## src/rtl/teclado_ps2.sv

```systemverilog
`default_nettype none
// ============================================================================
// Module   : teclado_ps2
// Purpose  : PS/2 keyboard receiver. Deserialises 11-bit device-to-host
//            frames into a scancode FIFO and exposes a 32-bit status/data
//            word on the keyboard slot of the processor read mux. Stores to
//            the slot pop the FIFO (bit 0) and clear error flags (bit 1).
// Revision : 1.0 - initial release
// ============================================================================
module teclado_ps2 #(
    parameter int FIFO_DEPTH  = 4,
    parameter int TIMEOUT_CYC = 5000
) (
    input  logic        clk,
    input  logic        rst_n,
    input  logic        ps2_clk,
    input  logic        ps2_data,
    input  logic        sel,
    input  logic        memWr,
    input  logic [31:0] datoIn,
    output logic [31:0] datoOut,
    output logic        hayTecla
);

    localparam int c_PW = $clog2(FIFO_DEPTH);
    localparam int c_CW = c_PW + 1;
    localparam int c_TW = $clog2(TIMEOUT_CYC + 1);
    localparam logic [c_TW-1:0] c_TO_LAST = c_TW'(TIMEOUT_CYC - 1);
    localparam logic [c_CW-1:0] c_FULL    = c_CW'(FIFO_DEPTH);

    typedef enum logic [1:0] {
        c_IDLE   = 2'd0,
        c_DATA   = 2'd1,
        c_PARITY = 2'd2,
        c_STOP   = 2'd3
    } state_t;

    // Synchronisers and edge detection
    logic            r_clk_s1, r_clk_s2, r_clk_prev;
    logic            r_dat_s1, r_dat_s2;
    logic            w_fall;
    logic            w_bit;

    // Receiver
    state_t          r_state, w_state_nxt;
    logic [2:0]      r_bitcnt;
    logic [7:0]      r_shift;
    logic            r_par;
    logic [c_TW-1:0] r_to;
    logic            w_timeout;
    logic            w_push_req;
    logic            w_ferr_set;

    // FIFO and flags
    logic [7:0]      r_mem [FIFO_DEPTH];
    logic [c_PW-1:0] r_wr_ptr, r_rd_ptr;
    logic [c_CW-1:0] r_count;
    logic            r_ovf, r_ferr;
    logic            w_empty, w_full;
    logic            w_cmd, w_pop, w_clr, w_push, w_ovf_set;
    logic [7:0]      w_head;
    logic            w_unused;

    // Only the two low command bits carry meaning
    assign w_unused = &{1'b0, datoIn[31:2]};

    // Two-stage synchronisers on both pins plus the previous-clock register
    always_ff @(posedge clk) begin
        if (!rst_n) begin
            r_clk_s1   <= 1'b1;
            r_clk_s2   <= 1'b1;
            r_clk_prev <= 1'b1;
            r_dat_s1   <= 1'b1;
            r_dat_s2   <= 1'b1;
        end else begin
            r_clk_s1   <= ps2_clk;
            r_clk_s2   <= r_clk_s1;
            r_clk_prev <= r_clk_s2;
            r_dat_s1   <= ps2_data;
            r_dat_s2   <= r_dat_s1;
        end
    end

    assign w_fall = r_clk_prev & ~r_clk_s2;
    assign w_bit  = r_dat_s2;

    // Receiver state register
    always_ff @(posedge clk) begin
        if (!rst_n) begin
            r_state <= c_IDLE;
        end else begin
            r_state <= w_state_nxt;
        end
    end

    // Next-state logic; frame verdict is produced on the stop-bit edge
    always_comb begin
        w_state_nxt = r_state;
        w_push_req  = 1'b0;
        w_ferr_set  = 1'b0;
        w_timeout   = (r_state != c_IDLE) && !w_fall && (r_to == c_TO_LAST);
        if (w_fall) begin
            case (r_state)
                c_IDLE:   if (!w_bit) w_state_nxt = c_DATA;
                c_DATA:   if (r_bitcnt == 3'd7) w_state_nxt = c_PARITY;
                c_PARITY: w_state_nxt = c_STOP;
                c_STOP: begin
                    w_state_nxt = c_IDLE;
                    if (w_bit && ((^r_shift) ^ r_par)) begin
                        w_push_req = 1'b1;
                    end else begin
                        w_ferr_set = 1'b1;
                    end
                end
                default:  w_state_nxt = c_IDLE;
            endcase
        end else if (w_timeout) begin
            w_state_nxt = c_IDLE;
        end
    end

    // Bit counter, shift register, parity bit and inactivity counter
    always_ff @(posedge clk) begin
        if (!rst_n) begin
            r_bitcnt <= 3'd0;
            r_shift  <= 8'h00;
            r_par    <= 1'b0;
            r_to     <= '0;
        end else begin
            if (w_fall || w_timeout || (r_state == c_IDLE)) begin
                r_to <= '0;
            end else begin
                r_to <= r_to + c_TW'(1);
            end
            if (w_fall) begin
                case (r_state)
                    c_IDLE: r_bitcnt <= 3'd0;
                    c_DATA: begin
                        r_shift  <= {w_bit, r_shift[7:1]};
                        r_bitcnt <= r_bitcnt + 3'd1;
                    end
                    c_PARITY: r_par <= w_bit;
                    default:  ;
                endcase
            end
        end
    end

    assign w_empty   = (r_count == '0);
    assign w_full    = (r_count == c_FULL);
    assign w_cmd     = sel & memWr;
    assign w_pop     = w_cmd & datoIn[0] & ~w_empty;
    assign w_clr     = w_cmd & datoIn[1];
    // A pop on the same edge frees the slot a full FIFO would otherwise lack
    assign w_push    = w_push_req & (~w_full | w_pop);
    assign w_ovf_set = w_push_req & w_full & ~w_pop;

    // FIFO storage; contents are only observed when the count says valid
    always_ff @(posedge clk) begin
        if (w_push) begin
            r_mem[r_wr_ptr] <= r_shift;
        end
    end

    // FIFO pointers and occupancy
    always_ff @(posedge clk) begin
        if (!rst_n) begin
            r_wr_ptr <= '0;
            r_rd_ptr <= '0;
            r_count  <= '0;
        end else begin
            if (w_push) r_wr_ptr <= r_wr_ptr + c_PW'(1);
            if (w_pop)  r_rd_ptr <= r_rd_ptr + c_PW'(1);
            case ({w_push, w_pop})
                2'b10:   r_count <= r_count + c_CW'(1);
                2'b01:   r_count <= r_count - c_CW'(1);
                default: ;
            endcase
        end
    end

    // Sticky error flags; a set on the clearing edge takes priority
    always_ff @(posedge clk) begin
        if (!rst_n) begin
            r_ovf  <= 1'b0;
            r_ferr <= 1'b0;
        end else begin
            if (w_clr) begin
                r_ovf  <= 1'b0;
                r_ferr <= 1'b0;
            end
            if (w_ovf_set)  r_ovf  <= 1'b1;
            if (w_ferr_set) r_ferr <= 1'b1;
        end
    end

    // Status/data word assembled from registered state only
    always_comb begin
        w_head   = w_empty ? 8'h00 : r_mem[r_rd_ptr];
        datoOut  = {21'b0, r_ferr, r_ovf, ~w_empty, w_head};
        hayTecla = ~w_empty;
    end

endmodule
`default_nettype wire

```

## config.mk

```make
export PLATFORM = sky130hd
export DESIGN_NAME = teclado_ps2
export DESIGN_NICKNAME = d
export VERILOG_FILES = /design/src/rtl/teclado_ps2.sv
export SDC_FILE = /design/constraint.sdc
export NUM_CORES = 1
export LEC_CHECK = 0
export CAP_MARGIN = 40
export CORE_MARGIN = 4
export CORE_UTILIZATION = 46
export DETAILED_ROUTE_END_ITERATION = 10
export PLACE_DENSITY = 0.83
export RECOVER_POWER = 25
export REMOVE_ABC_BUFFERS = 1
export SYNTH_ARGS = -nofsm -noshare
export SYNTH_HDL_FRONTEND = slang
export SYNTH_SLANG_ARGS = --single-unit
```

## constraint.sdc

```tcl
create_clock -name clk -period 2.35 [get_ports clk]
set_input_delay 0.47 -clock clk [delete_from_list [all_inputs] [get_ports clk]]
set_output_delay 0.47 -clock clk [all_outputs]
set_load 0.01 [all_outputs]
```

==> impl_metrics.csv <==
group,metric,value,unit
synthesis,ys_seq_area_share,52.4,%
final_layout,fin_nets,370,
setup_path,rr_worst_depth,8,
sta,setup_viol,0,
final_layout,mostFrequentLayoutCells,"40 x dfxtp_1, 32 x edfxtp_1, 23 x nor2b_1",
synthesis,async_reset_ff_share,0,%
power,irDropWorstVdd,0.000377,V
clock_network,cts_hold_buf,0,
grt,antenna_found_initial,0,
placed_design,hpwlAfterDp,4.00,mm
grt,grt_remaining_overflow,0,
routing,drc,0,
sta,rsz0062_at_grt,"no",
synthesis,syn_inst,288,
final_layout,final_util,55.0,%
setup_path,startpoint_type,"flip-flop",
final_layout,area_growth,15.3,%
synthesis,synthesis.area,0.00348,mm2
routing,ant_nets,0,
setup_path,timing.rr.start,"r_shift[5]",
sta,skew,12.1,ps
grt,track_usage,13.7,%
setup_path,required,1880,ps
hold_path,hp-start,"r_clk_s1",
routing,via_count,2033,
clock_network,numCtsBuffers,9,
final_layout,layout-drive-gt1-share,14.8,%
sta,fin_crit,2250,ps
final_layout,multi_input_area,0.00150,mm2
synthesis,ys_types,43,
placed_design,gp_congestion,0.744,
grt,grt_start_max_net_pins,33,
synthesis,synth.ff_latch_count,75,
setup_path,crit-reg2reg-capture,"r_count[2]",
setup_path,cp.arrival,1780,ps
status,status,"finished clean",
grt,grt_pass1_wl,9.44,mm
routing,drt_pass1_iterations,5,
routing,post_drt_wl_per_cell,13.7,um
synthesis,synth_ff_type,"dfxtp_1",
floorplanning,die_y,95.0,um
final_layout,fillerInstances,645,
sta,finalHoldWorstSlack,413,ps
clock_network,cts_tree,"done",
grt,grt_pass1_vias,1995,
clock_network,path_clk_slew,80,ps
sta,finalCritPeriodShare,95.7,%
clock_network,htreeDepth,3,
floorplanning,fp.dieW,95.0,um
hold_path,hold_class,"flip-flop to flip-flop",
setup_path,critPathCaptureType,"output pin",
hold_path,hold_path_end,"r_clk_s2",
floorplanning,coreArea,0.00729,mm2
final_layout,diodes,0,
power,cellPowerDensity,647,mW/mm2
final_layout,final_common_cell,"dfxtp_1",
job,cap_violations,0,
sta,fmax,445,MHz
routing,drt_wl_total,5.80,mm
floorplanning,die_area,0.00902,mm2
power,p_leak,1.53,nW
sta,finalHoldViolCount,0,
routing,drt_iter0_drc,87,
hold_path,hold-path-cell-count,1,
clock_network,cts_buffer_depth,2,
floorplanning,rows,31,
setup_path,cp_max_fo,8,
sta,slew_headroom,62.8,%
clock_network,insertion_delay,340,ps
clock_network,cts_sinks,75,
routing,viasPerCell,4.79,
clock_network,cts_root_buf,"clkbuf_8",
setup_path,ff2ff_setup_slack,130,ps
floorplanning,initial_core_util,47.7,%
synthesis,avgSynthCellArea,12.1,um2
final_layout,regArea,0.00183,mm2
sta,worst_pin_slew,557,ps
setup_path,crit_type,"flip-flop to output pin",
placed_design,io_buffers,19,
sta,slew_violations,0,
synthesis,synth_warnings,0,
floorplanning,pin_count,71,
synthesis,synth-edff-count,32,
==> worst max path at each step <==
stage / start / end
CTS: r_shift[3] / r_count[2]
global route: r_shift[5] / r_count[2]
finish: flip-flop / datoOut[6]
floorplan: r_shift[4] / r_count[2]
global placement: sel / r_count[2]
detailed placement: memWr / r_count[2]
==> routing by layer <==
metal / GRT usage, % / vias to the layer above / share of wire, %
met3: 3.27 / 4 / 4.3
met1: 16.7 / 982 / 44
met5: 0 / - / 0
met4: 5.65 / 0 / 0.98
met2: 23.4 / 37 / 51
li1: - / 1010 / -
==> per-stage QoR <==
stage	setup slack [ps]	power [mW]	area, um2	cells	TNS [ps]
floorplan	33.8	1.41	3340	276	0
global placement	-24.6	1.44	3770	408	-24.6
detailed placement	-48.3	1.44	3770	408	-48.3
CTS	41.6	2.61	4010	424	0
global route	11.9	2.68	4010	424	0
finish	101	2.60	4010	424	0
==> timing repair <==
action                     in CTS  in global routing
pin swaps                       0                  1
setup endpoints to repair       8                 15
resized for setup               8                  7
gates cloned                    0                  0
buffers inserted                0                  0
==> critical path: stages (launching register included) <==
cell,delay [ps]
dfxtp_1,360
buf_12,150
mux4_2,500
nor2b_1,150
dlygate4sd2_1,280
==> synth_stat cells, types with 9 or more instances <==
cell | instances | area (um2)
dfxtp_1 | 43 | 861
nor2b_1 | 23 | 144
buf_4 | 24 | 180
nand3_1 | 9 | 45.0
nand2_1 | 17 | 63.8
nor2_1 | 18 | 67.6
mux2i_1 | 12 | 120
xnor2_1 | 10 | 87.6
edfxtp_1 | 32 | 961
inv_1 | 10 | 37.5
ha_1 | 11 | 138
==> cell families (layout without fill, tap and decap cells) <==
family	after synthesis	in the layout	synth area share [%]
simple gates	98	98	15.4
xor+xnor	21	21	6.54
other cells	1	21	0.108
flops	75	75	52.4
buf+inv	42	59	7.16
fa+ha+maj	12	12	4.53
compound gates	16	16	3.52
mux	23	23	10.4
==> where the power goes <==
group,total [mW],switching (mW),internal (mW)
registers,1.35,0.00274,1.35
clock network,1.19,0.457,0.732
logic,0.0561,0.0333,0.0228
==> registers in the layout, summed over array words and instances (netlist names), named ones only <==
name	count
r_mem	32
r_to	13
r_shift	8
r_bitcnt	3
r_count	3
r_rd_ptr	2
r_state	2
r_wr_ptr	2
r_clk_prev	1
r_clk_s1	1
r_clk_s2	1
r_dat_s1	1
r_dat_s2	1
r_ferr	1
r_ovf	1
r_par	1
==> final cells by class <==
class	instances	share of cell area (%)
clock buffers	11	3.52
clock inverters	5	2.53
inverters	10	0.936
multi-input cells	191	37.3
flip-flops and latches	75	45.6
well taps	99	3.09
repair buffers	33	7.05
No activity file was read; power rests on OpenSTA's default activity.
